$ cat config.mk
export PLATFORM = sky130hd
export DESIGN_NAME = tdm_burst_scheduler
export DESIGN_NICKNAME = d
export VERILOG_FILES = /design/src/rtl/tdm_burst_scheduler.sv
export SDC_FILE = /design/constraint.sdc
export NUM_CORES = 1
export LEC_CHECK = 0
export BUFFER_PORTS_ARGS = -buffer_cell sky130_fd_sc_hd__buf_2
export CORE_MARGIN = 1.5
export CORE_UTILIZATION = 35
export DETAILED_ROUTE_END_ITERATION = 12
export GPL_ROUTABILITY_DRIVEN = 0
export PLACE_DENSITY = 0.71
export SLEW_MARGIN = 30
export SYNTH_ARGS = -nofsm -noshare
export SYNTH_HDL_FRONTEND = slang
export SYNTH_SLANG_ARGS = --single-unit
$ cat constraint.sdc
create_clock -name clk -period 1.8 [get_ports clk]
set_input_delay 0.36 -clock clk [delete_from_list [all_inputs] [get_ports clk]]
set_output_delay 0.36 -clock clk [all_outputs]
set_load 0.05 [all_outputs]
$ cat src/rtl/tdm_burst_scheduler.sv
// Fixed-slot TDM scheduler: NUM_CH requesters share one link in frames of (GUARD idle + SLOT_LEN beat) slots.
// Accepted beats appear one cycle later; in_ready is the only flow control and the link never stalls.
module tdm_burst_scheduler #(
    parameter  int NUM_CH   = 4,
    parameter  int SLOT_LEN = 16,
    parameter  int GUARD    = 2,
    parameter  int DATA_W   = 8,
    localparam int CW       = (NUM_CH > 1) ? $clog2(NUM_CH) : 1
) (
    input  logic                     clk,
    input  logic                     rst,
    input  logic                     enable,
    input  logic [NUM_CH-1:0]        in_valid,
    input  logic [NUM_CH*DATA_W-1:0] in_data,
    output logic [NUM_CH-1:0]        in_ready,
    output logic                     out_valid,
    output logic [DATA_W-1:0]        out_data,
    output logic [CW-1:0]            out_ch,
    output logic                     slot_start,
    output logic                     frame_start,
    output logic                     slot_empty
);

    localparam int BW = (SLOT_LEN > 1) ? $clog2(SLOT_LEN) : 1;
    localparam int GW = (GUARD > 0) ? $clog2(GUARD + 1) : 1;

    localparam logic [BW-1:0]     BEAT_LAST  = BW'(SLOT_LEN - 1);
    localparam logic [GW-1:0]     GUARD_LAST = GW'((GUARD > 0) ? GUARD - 1 : 0);
    localparam logic [CW-1:0]     CH_LAST    = CW'(NUM_CH - 1);
    localparam logic [NUM_CH-1:0] ONE_HOT0   = NUM_CH'(1);

    typedef enum logic [1:0] {
        S_IDLE,
        S_GUARD,
        S_SLOT
    } state_t;

    // With no guard interval every run/slot boundary goes straight into the next slot.
    localparam state_t RUN_ENTRY = (GUARD == 0) ? S_SLOT : S_GUARD;

    state_t        state, state_nxt;
    logic [CW-1:0] cur_ch, cur_ch_nxt;
    logic [BW-1:0] beat_cnt, beat_cnt_nxt;
    logic [GW-1:0] guard_cnt, guard_cnt_nxt;
    logic          xfer_seen;

    logic in_slot;
    logic slot_last;
    logic xfer;
    logic seen_now;

    assign in_slot     = (state == S_SLOT);
    assign slot_last   = in_slot && (beat_cnt == BEAT_LAST);
    assign xfer        = in_slot && in_valid[cur_ch];
    assign in_ready    = (in_slot && !rst) ? (ONE_HOT0 << cur_ch) : '0;
    assign slot_start  = in_slot && (beat_cnt == '0);
    assign frame_start = slot_start && (cur_ch == '0);
    // Stale history is ignored on the first slot cycle so a fresh slot starts clean.
    assign seen_now    = (slot_start ? 1'b0 : xfer_seen) | xfer;

    always_ff @(posedge clk) begin
        if (rst) begin
            state     <= S_IDLE;
            cur_ch    <= '0;
            beat_cnt  <= '0;
            guard_cnt <= '0;
        end else begin
            state     <= state_nxt;
            cur_ch    <= cur_ch_nxt;
            beat_cnt  <= beat_cnt_nxt;
            guard_cnt <= guard_cnt_nxt;
        end
    end

    always_comb begin
        state_nxt     = state;
        cur_ch_nxt    = cur_ch;
        beat_cnt_nxt  = beat_cnt;
        guard_cnt_nxt = guard_cnt;
        case (state)
            S_IDLE: begin
                if (enable) begin
                    state_nxt     = RUN_ENTRY;
                    cur_ch_nxt    = '0;
                    beat_cnt_nxt  = '0;
                    guard_cnt_nxt = '0;
                end
            end
            S_GUARD: begin
                if (guard_cnt == GUARD_LAST) begin
                    state_nxt     = S_SLOT;
                    guard_cnt_nxt = '0;
                    beat_cnt_nxt  = '0;
                end else begin
                    guard_cnt_nxt = guard_cnt + 1'b1;
                end
            end
            S_SLOT: begin
                if (slot_last) begin
                    beat_cnt_nxt = '0;
                    cur_ch_nxt   = (cur_ch == CH_LAST) ? '0 : cur_ch + 1'b1;
                    state_nxt    = enable ? RUN_ENTRY : S_IDLE;
                end else begin
                    beat_cnt_nxt = beat_cnt + 1'b1;
                end
            end
            default: state_nxt = S_IDLE;
        endcase
    end

    always_ff @(posedge clk) begin
        if (rst) begin
            out_valid  <= 1'b0;
            out_data   <= '0;
            out_ch     <= '0;
            xfer_seen  <= 1'b0;
            slot_empty <= 1'b0;
        end else begin
            out_valid  <= xfer;
            if (xfer) begin
                out_data <= in_data[cur_ch*DATA_W +: DATA_W];
                out_ch   <= cur_ch;
            end
            xfer_seen  <= seen_now;
            slot_empty <= slot_last && !seen_now;
        end
    end

endmodule

== Word-level counts from Yosys, hierarchy flattened ==
Cells that the tools add are included.
Widths: inputs -> output; s select.

* Bits in registers: 23
* Latch bits: 0
* Bits in writable memories: 0
* Bits in read-only memories: 0
* Logic and storage cells: 61
* Memories kept: 0

* Add/sub/neg operators: 3
* Multipliers: 0
* Divide/modulo/power cells: 0
* Magnitude comparators: 1
* Equality and inequality tests: 8
* Shift-type cells: 2
* Multiplexer cells: 19
* Bitwise gates (word level): 1
* Reductions and logical operators: 18

{| class="wikitable"
|+ Operators with widths
! operator !! number
|-
| $shiftx 32x6->8 || 1
|-
| $mux 4 || 4
|-
| $mux 2 || 7
|-
| $pmux 4 s3 || 1
|-
| $reduce_and 3->1 || 3
|-
| $pmux 2 s2 || 2
|-
| $logic_and 1x1->1 || 6
|-
| $pmux 2 s3 || 1
|-
| $add 2x1->2 const B || 2
|-
| $add 4x1->4 const B || 1
|-
| $eq 2x1->1 const B || 2
|-
| $eq 2x2->1 const B || 2
|-
| $eq 4x4->1 const B || 1
|-
| $logic_not 2->1 || 2
|-
| $logic_not 4->1 || 1
|-
| $ne 2x2->1 const B || 2
|-
| $reduce_bool 2->1 || 2
|-
| $shl 1x2->4 const A || 1
|-
| $lt 2x3->1 const B || 1
|-
| $mux 1 || 3
|-
| $reduce_bool 3->1 || 1
|-
| $bmux 1 s2 || 1
|-
| $logic_not 1->1 || 2
|-
| $ne 2x1->1 const B || 1
|-
| 2 further kinds || 2
|}

== Depth between registers and ports, before layout ==
Gate-level depths: netlist of the first run.

* Depth after elaboration: 6
* Gate-level depth with buffers: 6
* Gate-level depth less buffers: 5

== Least setup slack after synthesis of the first run ==
No wires, ideal clock.

* Kind: flip-flop to output port
* Start point: reg state[1]
* End point: out frame_start
* Data arrival time: 1.569 ns
* Data required time: 1.440 ns
* Slack: -0.129 ns
* Cell stages (with the launch flop): 6
* Buffers on the path: 1
* Cell sequence: dfxtp_1 buf_6 nor2b_1 nand3_1 inv_1 and2_1

* Word-level cells in the longest chain between the ends: 3

{| class="wikitable"
|+ Ends and longest elaborated chain
! element !! line !! text
|-
| start, declared || 41 || <nowiki>state_t state, state_nxt;</nowiki>
|-
| start signal, assigned || 68 || <nowiki>state <= state_nxt;</nowiki>
|-
| $eq 2x2->1 || 52 || <nowiki>assign in_slot = (state == S_SLOT);</nowiki>
|-
| $logic_and 1x1->1 || 56 || <nowiki>assign slot_start = in_slot && (beat_cnt == '0);</nowiki>
|-
| via slot_start || 19 || <nowiki>output logic slot_start,</nowiki>
|-
| $logic_and 1x1->1 || 57 || <nowiki>assign frame_start = slot_start && (cur_ch == '0);</nowiki>
|-
| end, declared || 20 || <nowiki>output logic frame_start,</nowiki>
|}

The timed path passes the listed nets, and every way through them passes these cells.

== Final worst setup path of the first run ==
* Start point: reg beat_cnt[0]
* End point: out frame_start

* Word-level cells in the longest chain between the ends: 3

{| class="wikitable"
|+ Ends and longest elaborated chain
! element !! line !! text
|-
| start, declared || 43 || <nowiki>logic [BW-1:0] beat_cnt, beat_cnt_nxt;</nowiki>
|-
| start signal, assigned || 70 || <nowiki>beat_cnt <= beat_cnt_nxt;</nowiki>
|-
| $logic_not 4->1 || 56 ||
|-
| $logic_and 1x1->1 || 56 ||
|-
| $logic_and 1x1->1 || 57 ||
|}

Every way passes these cells.

==> results.json, run 1 <==
{
  "cts.reportedPaths.clkPinSlew_ns": 0.08,
  "grt_pass1_vias": 1104,
  "crit_family": "flip-flops",
  "cts_tree": "built",
  "crit_required_ns": 1.44,
  "post-route-drc-count": 0,
  "die_y_um": 64.3,
  "slew_headroom_pct": 76.2,
  "clock_skew_ns": 0.00395,
  "cts_buffers": 3,
  "start_kind": "register",
  "htree_levels": 1,
  "grt_overflow_total": 0,
  "area_delta_synth_final_pct": 36.0,
  "end_kind": "output port",
  "avgViaCountPerCell": 4.77,
  "finalNonFillerCells": 242,
  "num_antenna_cells": 0,
  "yosysSeqAreaShare_pct": 35.0,
  "status": "finished, final reports clean",
  "portBuffers": 56,
  "numClockSinks": 23,
  "cp_num_buf_inv": 3,
  "finalSetupViolations": 0,
  "clkLatencyLatePin_ns": 0.26,
  "synth_cells": 133,
  "grt_first_pass_wirelength_um": 4690,
  "ir_drop_mv": 0.229,
  "power_density_nw_per_um2": 561,
  "ant_nets": 0,
  "finalSetupTns_ns": 0,
  "pin_count": 57,
  "die-area_um2": 4130,
  "rsz0062_at_grt": "false",
  "drtPass1Iterations": 4,
  "min_period_over_period_pct": 96.5,
  "maxSlewViolCount": 0,
  "fmax_mhz": 575,
  "grt_max_degree": 22,
  "antenna_found_initial": 0,
  "synth_seq_cells": 23,
  "min_period_ns": 1.74,
  "crit_fanout": 5,
  "start_util_pct": 36.2,
  "num_vias": 1155,
  "path_cells": "inv_1, ha_1, nand3_2, clkinvlp_4, and2_2, buf_6",
  "fin_nets": 240,
  "hp-class": "register to register",
  "setup.worst_path.class": "register to output port",
  "worst-endpoint-arrival_ns": 1.38,
  "initialDrtViolationCount": 25,
  "tightest_slew_ns": 0.356,
  "synth_nets": 178,
  "yosys_warnings": 0,
  "core_area_um2": 3630,
  "synth.distinct_cells": 32,
  "leakagePower_nw": 0.777,
  "syn-cell-area_um2": 1320,
  "critPathMaxStageDelay_ns": 0.37,
  "crit_slowest_cell": "dfxtp_4",
  "rows": 22,
  "dp_cells": 237,
  "place_hpwl_um": 2210,
  "clockRootBuffer": "clkbuf_8",
  "maxCapViolCount": 0,
  "avgRoutedWirePerCell_um": 11.8,
  "synth.avg_cell_area_um2": 9.89,
  "drive_above_1_share_pct": 46.4,
  "routed_wirelength_um": 2850,
  "clockBufferDepth": 2,
  "die-width_um": 64.3,
  "hold_viol": 0,
  "grtUsageTotal_pct": 14.3
}
-- logic make-up (layout without fill, tap and decap cells) --
group           after synthesis  in the layout  synth area share, %
compound gates               13             13                 6.56
xor+xnor                      1              1                0.666
fa+ha+maj                     6              6                 5.71
buf+inv                      13             74                 6.76
flops                        23             23                 35.0
mux                          22             22                 24.4
simple gates                 55             55                 20.9
-- power by group --
part           leakage (nW)  internal [W]  switching (W)
Clock                0.0255      0.000154       0.000157
Sequential            0.188      0.000517     0.00000984
Combinational         0.564     0.0000862      0.0000788
Total                 0.777      0.000758       0.000246
-- area by class of cell --
class / instances / area (um2)
flip-flops and latches: 23 / 468
clock inverters: 1 / 5.00
inverters: 5 / 22.5
multi-input cells: 97 / 791
repair buffers: 65 / 400
well taps: 48 / 60.1
fillers: 329 / 1850
clock buffers: 3 / 41.3
-- cells in the final DEF, fill, tap and decap left out, types with 2 or more instances in the layout --
master	n
a22oi_1	2
buf_4	8
mux4_2	8
nand2_1	5
dfxtp_2	3
buf_12	2
inv_1	4
nand2b_1	3
nor3b_1	2
nor2_1	22
nor2b_1	2
and3_1	3
and2_1	4
buf_6	4
ha_1	6
clkbuf_8	3
nor3_1	4
a21oi_1	6
buf_2	51
mux2i_1	14
dfxtp_1	19
-- state kept, by name (all words and copies together), names as in the netlist --
name	cells
out_ch	2
beat_cnt	4
out_data	8
out_valid	1
xfer_seen	1
slot_empty	1
guard_cnt	2
state	2
cur_ch	2
-- what timing repair did --
item | 4_1_cts | 5_1_grt
hold buffers | 0 | 0
gates resized for setup | 12 | 8
buffers inserted | 0 | 1
pin swaps | 0 | 0
endpoints found under the setup margin | 6 | 8
-- metrics by stage --
step / util [%] / hold slack [ns] / cell area, um2 / power (W) / setup slack (ns)
2_1_floorplan: - / 0.447 / 1320 / 0.000638 / 0.0491
3_3_place_gp: 46.1 / 0.460 / 1680 / 0.000694 / 0.152
3_5_place_dp: 46.1 / 0.465 / 1680 / 0.000697 / 0.115
4_1_cts: 48.2 / 0.484 / 1750 / 0.00101 / 0.00190
5_1_grt: 49.2 / 0.501 / 1790 / 0.00105 / 0.00202
6_report: 49.2 / 0.482 / 1790 / 0.00100 / 0.0623
-- path summary, 6_finish.rpt --
path	startpoint	endpoint	slack, ns	depth (start not counted)
max	beat_cnt[0]	frame_start	0.06	6
min reg2reg	xfer_seen	xfer_seen	0.48	2
max reg2reg	state[0]	out_data[3]	0.19	6
min	xfer_seen	xfer_seen	0.48	2
-- cells in the mapped netlist, drive strengths merged --
cell type	n	area, um2
mux4	8	180
xor2	1	8.76
o22ai	1	12.5
nand3b	1	7.51
or2b	1	7.51
ha	6	75.1
clkbuf	2	7.51
o21ai	1	5.00
nor2	23	86.3
nor3	4	20.0
inv	5	18.8
buf	6	62.6
or3b	1	8.76
nor2b	3	18.8
and3	3	18.8
a22oi	2	15.0
and2b	1	7.51
nand3	2	10.0
or2	1	6.26
dfxtp	23	460
a21oi	7	38.8
nand2b	3	18.8
mux2i	14	140
a31oi	1	6.26
a2bb2oi	1	8.76
nand2	5	18.8
nor3b	2	15.0
and2	5	31.3
-- routing by layer --
| metal | track usage, % | up-vias | share of wire (%) |
|---|---|---|---|
| li1 | - | 582 | - |
| met1 | 16.6 | 520 | 44 |
| met2 | 25.3 | 49 | 47 |
| met3 | 4.05 | 4 | 8.5 |
| met4 | 4.79 | 0 | 1.1 |
| met5 | 0 | - | 0 |
-- worst min-delay path, cell delays in order, from the launching register on --
cell and delay [ns]:
dfxtp_1 0.33, a21oi_2 0.06, nor2_1 0.07
(Power assumes the default switching activity.)
==> run 2: changes to the inputs <==
ABC_AREA = 1   (was not set)
PLACE_DENSITY = 0.7   (was 0.71)
==> results.json, run 2 <==
{
  "core_area_um2": 4030,
  "antenna_found_initial": 0,
  "grt_use_met3_pct": 4.61,
  "slew_headroom_pct": 83.4,
  "die-area_um2": 4610,
  "status": "finished, final reports clean",
  "cts_buffers": 3,
  "synthArstFlopShare_pct": 0,
  "clkLatencyLatePin_ns": 0.26,
  "start_util_pct": 36.6,
  "final_cell_mix": "51 x buf_2, 48 x nor2_1, 33 x nand2_1, 28 x inv_1, 25 x o21ai_0",
  "finalSetupViolations": 0,
  "finalSetupTns_ns": 0,
  "min_period_over_period_pct": 95.0,
  "multi_input_area_um2": 813,
  "grt_overflow_total": 0,
  "drtPass1Iterations": 4,
  "rows": 23,
  "cts_hold_buf": 0,
  "drive_above_1_share_pct": 32.4,
  "maxSlewViolCount": 0,
  "grt_pass1_vias": 1259,
  "numClockSinks": 23,
  "worst-endpoint-arrival_ns": 1.35,
  "fmax_mhz": 585,
  "seq_area_um2": 464,
  "leakagePower_nw": 0.928,
  "portBuffers": 56,
  "start_kind": "register",
  "num_antenna_cells": 0,
  "layout_commonest_cell": "buf_2",
  "reg_top3": "out_data x8, beat_cnt x4",
  "area_delta_synth_final_pct": 24.3,
  "place_hpwl_um": 2450,
  "synth_area_leaders": "dfxtp_1 31%, nor2_1 13%, o21ai_0 8.5%",
  "ant_nets": 0,
  "rsz0062_at_grt": "false",
  "ys.flop_type": "dfxtp_1",
  "synth_nets": 266,
  "hold_viol": 0,
  "post-route-drc-count": 0,
  "min_period_ns": 1.71,
  "htree_levels": 1,
  "synth_edf_count": 0,
  "clock_skew_ns": 0.00456,
  "grtUsageTotal_pct": 14.1,
  "crit_fanout": 11,
  "syn-cell-area_um2": 1480,
  "num_vias": 1488,
  "met1_usage_pct": 16.4,
  "synth.avg_cell_area_um2": 6.67,
  "routed_wirelength_um": 3240,
  "synth_top_cell_area_share_pct": 31.2,
  "yosysTopAreaCell": "dfxtp_1",
  "clockBufferDepth": 2,
  "yosys_warnings": 0,
  "end_kind": "output port",
  "pin_count": 57,
  "hp-class": "primary input to register",
  "maxCapViolCount": 0,
  "avgViaCountPerCell": 4.58,
  "grt_max_degree": 20,
  "grt_first_pass_wirelength_um": 5020,
  "cts_tree": "built",
  "grt_busiest_layer": "met2",
  "yosysSeqAreaShare_pct": 31.2,
  "clockRootBuffer": "clkbuf_8",
  "synth_seq_cells": 23,
  "use_met2_pct": 24.6,
  "power_density_nw_per_um2": 609,
  "synth_cells": 221,
  "yosysMostFrequentCell": "nor2_1",
  "fin_nets": 321,
  "ir_drop_mv": 0.488,
  "fill_cells": 439,
  "avgRoutedWirePerCell_um": 9.97,
  "setup.worst_path.class": "register to output port",
  "synth_commonest_cells": "50 x nor2_1, 33 x nand2_1, 28 x inv_1, 25 x o21ai_0, 23 x dfxtp_1",
  "largest_reg_flops": 8,
  "die-width_um": 67.9,
  "synth.distinct_cells": 28,
  "die_y_um": 67.9,
  "initialDrtViolationCount": 36,
  "place_area_um2": 1760,
  "fin_area_um2": 1830,
  "crit_required_ns": 1.44,
  "cts.reportedPaths.clkPinSlew_ns": 0.07,
  "regMostFlops": "out_data",
  "tightest_slew_ns": 0.246
}
## run 2: cell count changes after synthesis, moves of 14 or more
cell     delta
inv_1      +23
nor2_1     +27
o21ai_0    +24
mux2i_1    -14
nand2_1    +28
## run 2: cell type report
class	instances	area share (%)
multi-input cells	157	44.4
flip-flops and latches	23	25.3
repair buffers	60	17.8
inverters	31	6.62
well taps	50	3.41
clock buffers	4	2.46
## run 2: per-layer routing
layer  wire (um)  part of all wire [%]
met5           0                     0
met4          35                   1.1
met3         282                   8.7
met2        1480                    46
met1        1440                    45
## run 2: cells by family (layout without fill, tap and decap cells)
kind of cell / after synthesis / count (layout) / synth area share, %
AND/OR/NAND/NOR: 111 / 111 / 35.5
buffers and inverters: 41 / 95 / 14.0
AO/OA/AOI/OAI: 39 / 39 / 13.7
flip-flops: 23 / 23 / 31.2
adder cells (fa/ha/maj): 6 / 6 / 5.09
XOR/XNOR: 1 / 1 / 0.594
## run 2: path summary, 6_finish.rpt
path                                   start           end  slack [ns]  cells after the start
worst max-delay path                state[0]   frame_start        0.09                      6
worst min-delay path                     rst     xfer_seen        0.41                      2
worst max register to register     cur_ch[0]   out_data[5]        0.42                      8
worst min register to register  guard_cnt[1]  guard_cnt[1]        0.48                      2
## run 2: critical path: stages, from the launching register on
cell and delay [ns]:
dfxtp_2 0.34, inv_2 0.06, nand2_2 0.08, clkinv_4 0.12
nand4_1 0.17, nor2_2 0.14, buf_6 0.17
## run 2: power breakdown
| part | leakage, nW | switching, W | total, W | internal [W] |
|---|---|---|---|---|
| combinational | 0.718 | 0.000161 | 0.000261 | 0.0000997 |
| sequential | 0.187 | 0.0000152 | 0.000539 | 0.000524 |
| clock | 0.0228 | 0.000158 | 0.000316 | 0.000158 |
## run 2: what timing repair did
item / 4_1_cts / 5_1_grt
buffers inserted: 0 / 0
pin swaps: 0 / 1
endpoints found under the setup margin: 2 / 6
gates resized for setup: 2 / 12
## run 2: through the flow
stage	hold slack, ns	power, W	utilization, %	instances	setup slack, ns
floorplan	0.443	0.000739	-	221	-0.115
global placement	0.465	0.000807	43.8	321	0.292
CTS	0.405	0.00114	45.0	325	0.00537
finish	0.412	0.00112	45.5	325	0.0908
detailed placement	0.461	0.000811	43.8	321	0.259
global route	0.416	0.00119	45.5	325	0.00359
==> run 3: changes to the inputs <==
RECOVER_POWER = 100   (was not set)
==> results.json, run 3 (synthesis gave the netlist of run 2 again) <==
{
  "grt_overflow_total": 0,
  "avgViaCountPerCell": 4.56,
  "ir_drop_mv": 0.488,
  "p_seq_share_pct": 48.6,
  "slew_headroom_pct": 59.2,
  "place_area_um2": 1760,
  "end_kind": "output port",
  "cp_num_buf_inv": 3,
  "avgRoutedWirePerCell_um": 10.1,
  "fmax_mhz": 586,
  "min_period_ns": 1.71,
  "cts_hold_buf": 0,
  "power_w": 0.00111,
  "swShare_pct": 29.9,
  "path_cells": "inv_2, nand2_2, clkinv_4, nand2_1, nor2_1, buf_2",
  "grt_busiest_layer": "met2",
  "cts_buffers": 3,
  "start_util_pct": 36.6,
  "portBuffers": 56,
  "crit_fanout": 11,
  "crit_slowest_cell": "dfxtp_2",
  "regMostFlops": "out_data",
  "pin_count": 57,
  "grt_use_met3_pct": 4.61,
  "p_switching_w": 0.000332,
  "num_vias": 1481,
  "initialDrtViolationCount": 30,
  "largest_reg_flops": 8,
  "maxCapViolCount": 0,
  "leakagePower_nw": 0.878,
  "grt_max_degree": 20,
  "reg_top3": "out_data x8, beat_cnt x4",
  "core_area_um2": 4030,
  "worst-endpoint-arrival_ns": 1.35,
  "layout_commonest_cell": "nor2_1",
  "utilization_pct": 44.7,
  "p_int_w": 0.000778,
  "p_comb_share_pct": 22.9,
  "clock_skew_ns": 0.00489,
  "ant_nets": 0,
  "drive_above_1_share_pct": 27.6,
  "grt_pass1_vias": 1259,
  "cts_tree": "built",
  "crit_required_ns": 1.44,
  "status": "finished, final reports clean",
  "crit_family": "buffers and inverters",
  "routed_wirelength_um": 3270,
  "hold_viol": 0,
  "hp-class": "primary input to register",
  "p_clk_share_pct": 28.5,
  "fin_area_um2": 1800,
  "final_cell_mix": "48 x nor2_1, 39 x buf_2, 33 x nand2_1, 28 x inv_1, 25 x o21ai_0",
  "die-width_um": 67.9,
  "htree_levels": 1,
  "antenna_found_initial": 0,
  "finalSetupViolations": 0,
  "clkLatencyLatePin_ns": 0.26,
  "area_delta_synth_final_pct": 22.0,
  "maxSlewViolCount": 0,
  "die_y_um": 67.9,
  "holdWs_ns": 0.412,
  "tightest_slew_ns": 0.615,
  "min_period_over_period_pct": 94.9,
  "rsz0062_at_grt": "false",
  "post_cts_buffers": 0,
  "critPathMaxStageDelay_ns": 0.34,
  "die-area_um2": 4610,
  "numClockSinks": 23,
  "clockBufferDepth": 2,
  "post-route-drc-count": 0,
  "setup.worst_path.class": "register to output port",
  "start_kind": "register",
  "rows": 23,
  "grt_first_pass_wirelength_um": 5020,
  "fin_nets": 321,
  "place_hpwl_um": 2450,
  "power_density_nw_per_um2": 617,
  "cts.reportedPaths.clkPinSlew_ns": 0.07,
  "drtPass1Iterations": 4,
  "met1_usage_pct": 16.4,
  "grtUsageTotal_pct": 14.1,
  "use_met2_pct": 24.6,
  "clockRootBuffer": "clkbuf_8",
  "num_antenna_cells": 0
}
[run 3: changes by cell type in the layout (fill, tap and decap cells not counted), sizes merged]
| cell | change |
|---|---|
| buf | -13 |
| clkbuf | +13 |
[run 3: power groups by stage]
stage                     clock network [W]  registers (W)  logic, W
final                              0.000316       0.000539  0.000254
after global routing               0.000351       0.000542  0.000289
after CTS                          0.000335       0.000538  0.000263
after detailed placement                  0       0.000550  0.000262
after global placement                    0       0.000549  0.000258
after floorplan                           0       0.000560  0.000180
[run 3: area by class of cell]
type / instances / area [um2]
sequential: 23 / 464
inverter: 31 / 121
fill: 449 / 2230
multi-input combinational: 157 / 800
timing repair buffer: 60 / 307
clock buffer: 4 / 45.0
tap: 50 / 62.6
[run 3: worst paths after layout]
kind	startpoint	endpoint	slack, ns	depth (start not counted)
setup reg to reg	cur_ch[0]	out_data[5]	0.17	9
hold reg to reg	guard_cnt[1]	guard_cnt[1]	0.48	2
setup / recovery	state[0]	in_ready[1]	0.09	6
hold / removal	rst	xfer_seen	0.41	2
[run 3: worst register-to-register path, delay by kind of cell, from the launching register on]
kind,cells,cell delay [ns]
buffers and inverters,2,0.42
DFF,1,0.37
and+or+nand+nor,7,0.73
[run 3: repair_timing]
item	CTS	global route
gates resized for setup	2	12
pin swaps	0	1
setup endpoints to repair	2	6
[run 3: routing by layer]
metal | part of all wire (%) | vias up
met2 | 45 | 43
met3 | 8.8 | 7
met1 | 45 | 637
met5 | 0 | -
met4 | 1.1 | 0
li1 | - | 794
[run 3: through the flow]
step	setup slack, ns	cells	setup TNS, ns
2_1_floorplan	-0.115	221	-0.229
3_3_place_gp	0.292	321	0
3_5_place_dp	0.259	321	0
4_1_cts	0.00537	325	0
5_1_grt	0.0192	325	0
6_report	0.0923	325	0
